File: src/rtl/alu_ctl_pkg.sv
// Shared encodings for the ALU control stage: op/branch codes, major opcodes,
// and the decoded-entry record stored in the skid buffer.
package alu_ctl_pkg;

  localparam logic [3:0] OP_AND   = 4'b0000;
  localparam logic [3:0] OP_OR    = 4'b0001;
  localparam logic [3:0] OP_ADD   = 4'b0010;
  localparam logic [3:0] OP_SRL   = 4'b0011;
  localparam logic [3:0] OP_SRA   = 4'b0100;
  localparam logic [3:0] OP_SLL   = 4'b0101;
  localparam logic [3:0] OP_SUB   = 4'b0110;
  localparam logic [3:0] OP_SLT   = 4'b0111;
  localparam logic [3:0] OP_XOR   = 4'b1000;
  localparam logic [3:0] OP_CSRRW = 4'b1001;
  localparam logic [3:0] OP_CSRRS = 4'b1010;
  localparam logic [3:0] OP_CSRRC = 4'b1011;

  localparam logic [2:0] BR_NONE = 3'b000;
  localparam logic [2:0] BR_BEQ  = 3'b001;
  localparam logic [2:0] BR_BNE  = 3'b010;
  localparam logic [2:0] BR_BLT  = 3'b011;
  localparam logic [2:0] BR_BGE  = 3'b100;
  localparam logic [2:0] BR_BLTU = 3'b101;
  localparam logic [2:0] BR_BGEU = 3'b110;

  localparam logic [6:0] OPC_RTYPE  = 7'b0110011;
  localparam logic [6:0] OPC_ITYPE  = 7'b0010011;
  localparam logic [6:0] OPC_BRANCH = 7'b1100011;
  localparam logic [6:0] OPC_LOAD   = 7'b0000011;
  localparam logic [6:0] OPC_STORE  = 7'b0100011;
  localparam logic [6:0] OPC_LUI    = 7'b0110111;
  localparam logic [6:0] OPC_AUIPC  = 7'b0010111;
  localparam logic [6:0] OPC_JAL    = 7'b1101111;
  localparam logic [6:0] OPC_JALR   = 7'b1100111;
  localparam logic [6:0] OPC_FENCE  = 7'b0001111;
  localparam logic [6:0] OPC_SYSTEM = 7'b1110011;

  localparam logic [6:0] F7_ZERO = 7'b0000000;
  localparam logic [6:0] F7_ALT  = 7'b0100000;

  typedef struct packed {
    logic [6:0] aluctl;
    logic       sltu;
    logic       illegal;
  } dec_t;

  function automatic logic [6:0] pack_aluctl(input logic [2:0] br, input logic [3:0] op);
    return {br, op};
  endfunction

endpackage

File: src/rtl/alu_ctl_decode.sv
// Combinational decode of (opcode, funct3, funct7) into the 7-bit ALU control
// word, the unsigned-compare result-select flag and the illegal flag.
module alu_ctl_decode
  import alu_ctl_pkg::*;
(
  input  logic [6:0] i_opcode,
  input  logic [2:0] i_funct3,
  input  logic [6:0] i_funct7,
  output logic [6:0] o_aluctl,
  output logic       o_sltu,
  output logic       o_illegal
);

  logic [3:0] w_alu_op;
  logic [3:0] w_op;
  logic [2:0] w_br;
  logic       w_sltu;
  logic       w_illegal;

  // funct3 mapping shared by register and immediate arithmetic
  always_comb begin
    w_alu_op = OP_ADD;
    case (i_funct3)
      3'b000:  w_alu_op = OP_ADD;
      3'b001:  w_alu_op = OP_SLL;
      3'b010:  w_alu_op = OP_SLT;
      3'b011:  w_alu_op = OP_SUB;
      3'b100:  w_alu_op = OP_XOR;
      3'b101:  w_alu_op = OP_SRL;
      3'b110:  w_alu_op = OP_OR;
      default: w_alu_op = OP_AND;
    endcase
  end

  always_comb begin
    w_op      = OP_ADD;
    w_br      = BR_NONE;
    w_sltu    = 1'b0;
    w_illegal = 1'b0;
    case (i_opcode)
      OPC_RTYPE: begin
        w_op = w_alu_op;
        if (i_funct3 == 3'b011) begin
          w_br   = BR_BLTU;
          w_sltu = 1'b1;
        end
        if (i_funct7 == F7_ALT) begin
          if (i_funct3 == 3'b000)      w_op = OP_SUB;
          else if (i_funct3 == 3'b101) w_op = OP_SRA;
          else                         w_illegal = 1'b1;
        end else if (i_funct7 != F7_ZERO) begin
          w_illegal = 1'b1;
        end
      end
      OPC_ITYPE: begin
        w_op = w_alu_op;
        if (i_funct3 == 3'b011) begin
          w_br   = BR_BLTU;
          w_sltu = 1'b1;
        end
        // funct7 is immediate bits except for the shift encodings
        if (i_funct3 == 3'b001 && i_funct7 != F7_ZERO) w_illegal = 1'b1;
        if (i_funct3 == 3'b101) begin
          if (i_funct7 == F7_ALT)        w_op = OP_SRA;
          else if (i_funct7 != F7_ZERO)  w_illegal = 1'b1;
        end
      end
      OPC_BRANCH: begin
        w_op = OP_SUB;
        case (i_funct3)
          3'b000:  w_br = BR_BEQ;
          3'b001:  w_br = BR_BNE;
          3'b100:  w_br = BR_BLT;
          3'b101:  w_br = BR_BGE;
          3'b110:  w_br = BR_BLTU;
          3'b111:  w_br = BR_BGEU;
          default: w_illegal = 1'b1;
        endcase
      end
      OPC_LOAD, OPC_STORE, OPC_LUI, OPC_AUIPC, OPC_JAL, OPC_JALR, OPC_FENCE: begin
        w_op = OP_ADD;
      end
      OPC_SYSTEM: begin
        case (i_funct3)
          3'b000:          w_op = OP_ADD;
          3'b001, 3'b101:  w_op = OP_CSRRW;
          3'b010, 3'b110:  w_op = OP_CSRRS;
          3'b011, 3'b111:  w_op = OP_CSRRC;
          default:         w_illegal = 1'b1;
        endcase
      end
      default: w_illegal = 1'b1;
    endcase
  end

  assign o_aluctl  = w_illegal ? pack_aluctl(BR_NONE, OP_ADD) : pack_aluctl(w_br, w_op);
  assign o_sltu    = w_sltu & ~w_illegal;
  assign o_illegal = w_illegal;

endmodule

File: src/rtl/alu_control_stage.sv
// Registered ALU-control decode stage: decodes at the input and holds results
// in a 2-entry skid buffer with valid/ready on both sides and a sync flush.
module alu_control_stage
  import alu_ctl_pkg::*;
#(
  parameter int TAG_W = 32
) (
  input  logic             clk,
  input  logic             reset_n,
  input  logic             flush,
  input  logic             in_valid,
  output logic             in_ready,
  input  logic [6:0]       in_opcode,
  input  logic [2:0]       in_funct3,
  input  logic [6:0]       in_funct7,
  input  logic [TAG_W-1:0] in_tag,
  output logic             out_valid,
  input  logic             out_ready,
  output logic [6:0]       out_aluctl,
  output logic             out_sltu,
  output logic             out_illegal,
  output logic [TAG_W-1:0] out_tag
);

  logic [1:0]       r_count;
  logic             r_in_ready;
  dec_t             r_head_dec;
  dec_t             r_spare_dec;
  logic [TAG_W-1:0] r_head_tag;
  logic [TAG_W-1:0] r_spare_tag;

  logic [6:0]       w_aluctl;
  logic             w_sltu;
  logic             w_illegal;
  dec_t             w_dec;
  logic             w_accept;
  logic             w_pop;
  logic [1:0]       w_count_nxt;

  alu_ctl_decode u_decode (
    .i_opcode  (in_opcode),
    .i_funct3  (in_funct3),
    .i_funct7  (in_funct7),
    .o_aluctl  (w_aluctl),
    .o_sltu    (w_sltu),
    .o_illegal (w_illegal)
  );

  assign w_dec    = '{aluctl: w_aluctl, sltu: w_sltu, illegal: w_illegal};
  assign w_accept = in_valid & r_in_ready;
  assign w_pop    = (r_count != 2'd0) & out_ready;

  always_comb begin
    w_count_nxt = r_count;
    if (flush)                    w_count_nxt = 2'd0;
    else if (w_accept && !w_pop)  w_count_nxt = r_count + 2'd1;
    else if (!w_accept && w_pop)  w_count_nxt = r_count - 2'd1;
  end

  // in_ready is registered from the next count so it never depends on out_ready combinationally
  always_ff @(posedge clk or negedge reset_n) begin
    if (!reset_n) begin
      r_count    <= 2'd0;
      r_in_ready <= 1'b1;
    end else begin
      r_count    <= w_count_nxt;
      r_in_ready <= (w_count_nxt != 2'd2);
    end
  end

  always_ff @(posedge clk or negedge reset_n) begin
    if (!reset_n) begin
      r_head_dec  <= '0;
      r_spare_dec <= '0;
      r_head_tag  <= '0;
      r_spare_tag <= '0;
    end else if (!flush) begin
      if (w_pop) begin
        if (r_count == 2'd2) begin
          r_head_dec <= r_spare_dec;
          r_head_tag <= r_spare_tag;
        end else if (w_accept) begin
          r_head_dec <= w_dec;
          r_head_tag <= in_tag;
        end
      end else if (w_accept) begin
        if (r_count == 2'd0) begin
          r_head_dec <= w_dec;
          r_head_tag <= in_tag;
        end else begin
          r_spare_dec <= w_dec;
          r_spare_tag <= in_tag;
        end
      end
    end
  end

  assign in_ready    = r_in_ready;
  assign out_valid   = (r_count != 2'd0);
  assign out_aluctl  = r_head_dec.aluctl;
  assign out_sltu    = r_head_dec.sltu;
  assign out_illegal = r_head_dec.illegal;
  assign out_tag     = r_head_tag;

endmodule

File: config.mk
export PLATFORM = sky130hd
export DESIGN_NAME = alu_control_stage
export DESIGN_NICKNAME = d
export VERILOG_FILES = /design/src/rtl/alu_ctl_pkg.sv /design/src/rtl/alu_ctl_decode.sv /design/src/rtl/alu_control_stage.sv
export SDC_FILE = /design/constraint.sdc
export NUM_CORES = 1
export LEC_CHECK = 0
export ABC_AREA = 1
export CAP_MARGIN = 10
export CORE_MARGIN = 2
export CORE_UTILIZATION = 30
export CTS_CLUSTER_SIZE = 25
export DETAILED_ROUTE_END_ITERATION = 8
export HOLD_SLACK_MARGIN = 0.15
export PLACE_DENSITY = 0.51
export SLEW_MARGIN = 10
export SYNTH_ARGS = -nofsm -noshare
export SYNTH_HDL_FRONTEND = slang
export SYNTH_SLANG_ARGS = --single-unit
File: constraint.sdc
create_clock -name clk -period 4.4 [get_ports clk]
set_input_delay 1.1 -clock clk [delete_from_list [all_inputs] [get_ports clk]]
set_output_delay 1.1 -clock clk [all_outputs]
set_load 0.005 [all_outputs]
==> out/metrics.cfg <==
[run_status]
status=complete, no violations

[placed_design]
detailed_place_hpwl_mm=7.195
place.gp.congestion=0.7862
dpl_cell_area_sq_um=5249
placed_cells=809
io_buffer_count=96

[cts]
cts_setup_buffers=0
htree_levels=3
clock-sinks=85
clk_pin_slew_ps=60
cts_tree=built
numCtsBuffers=9
ctsLongestPathBuffers=2
cts.hold.buffers_added=0
root_buffer=clkbuf_16
clock_latency_ps=340
cts_resized=0

[logic_synthesis]
ys_top_cells_by_count=251 x nand2_1, 84 x dfrtp_1, 78 x nor2_1
yosysWarningCount=0
synthTopCellsByArea=dfrtp_1 51%, nand2_1 23%, nor2_1 7.1%
synth.avg_cell_area_sq_um=7.448
synth_cell_types=27
synth_edf_count=0
synth_ff_type=dfrtp_1
netlist_area_sq_um=4119
synthArstFlopShare_pct=100.0
synthCells=553
synthMostInstantiatedCell=nand2_1
ys_seq_elements=85
yosysTopAreaCellShare_pct=51.03
synth_nets=609
synth_top_area_cell=dfrtp_1
ys_seq_area_share_pct=51.67

[pwr]
power_mw=2.890
comb_power_share_pct=29.9
seqPwrFrac_pct=43.7
max-vdd-ir-drop_uv=187.0
swShare_pct=29.60
power.share.clock_pct=26.3
p_per_area_nw_per_um2=520.7
power_switching_uw=855.6
intPower_mw=2.035
p_leak_nw=2.694

[drt]
drt-total-wl_mm=10.41
drt_iter0_drc=237
drtPass1Iterations=4
final_antenna_net_count=0
drc=0
wl_per_cell_um=12.62
vias_per_cell=4.504
via_count=3716

[critical_path]
critical-path-slowest-cell=inv_1
worstPathMaxFanout=50
path_cells=clkdlybuf4s50_1 -> inv_1 -> nor2_2 -> nand2_2 -> buf_4 -> inv_1 -> buf_4 -> nand2_1 -> a31oi_1
worstReg2RegEnd=out_tag[13]$_DFFE_PN0P_
rrSetupSlack_ps=2060
cp_top_family=buffers and inverters
slowest_delay_ps=550
reg2regPathDepth=9
cp.required_ps=4660
reg2reg_from=r_count[0]$_DFF_PN0_
crit_start=out_ready
setup.worst_path.start_class=input port
critical_path_class=input port to register
crit_arrival_ps=3180
worst-path-buf-inv=5
critical_path.endpoint_type=register

[global_routing]
grt_pass1_wl_mm=17.45
antenna_found_initial=0
grt_usage_pct=14.89
grt_pass1_vias=3581
overflow=0
grt_max_degree=65

[timing]
clock.fmax_ghz=0.3418
min_period_over_period_pct=66.49
rsz0062_at_grt=no
finalSetupTns_ps=0
setup_viol=0
worst_slew_pin_slew_ps=818.5
skew_ps=5.977
slew_violations=0
relSlewSlack_pct=45.43
finalCriticalPeriod_ps=2926
hold_violations=0

[finish]
fin_util_pct=41.59
num_antenna_cells=0
fin_cells=825
num-fill-cells=1392
area.growth.synth_to_final_pct=34.78
nets=700
drive_gt1_share_pct=5.701
fin_area_sq_um=5552

[floorplan]
coreArea_sq_um=13350
io_pins=97
die_h_um=121.2
start_util_pct=30.86
rows=42
die_x_um=121.2
die_area_sq_um=14680

[worst_hold_path]
holdCritPathClass=register to register
holdPathStages=2
hold_path_end=r_spare_tag[23]$_DFFE_PN0P_
hold_start=r_spare_tag[23]$_DFFE_PN0P_

[flow_run]
maxCapViolations=0

through the flow:
step	setup slack (ps)	hold slack, ps
floorplan	2227	442.2
global placement	1121	454.0
detailed placement	1087	459.6
CTS	1439	473.7
global route	1202	484.4
finish	1474	473.0
tightest hold or removal path: stages (launching register included):
cell and delay, ps:
dfrtp_1 340, nand2_1 50, nand2_1 50
cells in the final DEF (no fill, tap or decap), types with 3 or more instances in the layout:
cell type / count
a21oi_1: 6
a31oi_1: 33
buf_4: 10
clkbuf_16: 9
clkdlybuf4s50_1: 95
dfrtp_1: 84
inv_1: 28
inv_2: 3
nand2_1: 251
nand3_1: 14
nor2_1: 78
o21ai_0: 6
o21ai_1: 7
o31ai_1: 3
registers in the layout, indices dropped and copies added (netlist names):
name / cells
out_tag: 32
out_sltu: 1
in_ready: 1
r_spare_dec: 9
out_illegal: 1
r_spare_tag: 32
r_count: 2
out_aluctl: 7
cell families after synthesis:
kind of cell / Yosys count / share of synthesized area, %
AO/OA/AOI/OAI: 57 / 8.232
adder cells (fa/ha/maj): 2 / 0.6074
buffers and inverters: 56 / 5.650
flip-flops: 85 / 51.67
AND/OR/NAND/NOR: 353 / 33.84
how the worst max path moves through the flow:
stage	endpoint	slack, ps	cells past startpoint
3_3_place_gp	out_tag[17]$_DFFE_PN0P_	1120	9
6_report	out_tag[13]$_DFFE_PN0P_	1470	9
4_1_cts	out_tag[13]$_DFFE_PN0P_	1440	9
3_5_place_dp	out_tag[13]$_DFFE_PN0P_	1090	9
2_1_floorplan	out_aluctl[2]$_DFFE_PN0P_	2230	10
5_1_grt	out_tag[8]$_DFFE_PN0P_	1200	11
layout make-up:
class	count	area, sq um	area share (%)
clock buffer	11	242.7	4.372
clock inverter	5	60.06	1.082
inverter	31	116.4	2.096
multi-input combinational	412	1758	31.67
sequential	85	2128	38.34
tap	176	220.2	3.967
timing repair buffer	105	1026	18.48
power by group through the flow:
| stage | sequential, mW | clock, mW | combinational (mW) |
|---|---|---|---|
| after floorplan | 1.26 | 0 | 0.402 |
| after global placement | 1.28 | 0 | 0.869 |
| after detailed placement | 1.28 | 0 | 0.880 |
| after CTS | 1.27 | 0.789 | 0.882 |
| after global routing | 1.30 | 0.817 | 0.985 |
| final | 1.26 | 0.761 | 0.865 |
layer usage:
layer	vias up	track usage, %	part of all wire, %
li1	1919	-	-
met1	1701	19.31	46
met2	84	24.68	48
met3	12	3.195	4.3
met4	0	5.029	1.5
met5	-	0	0
Power figures use the tool's default switching activity.
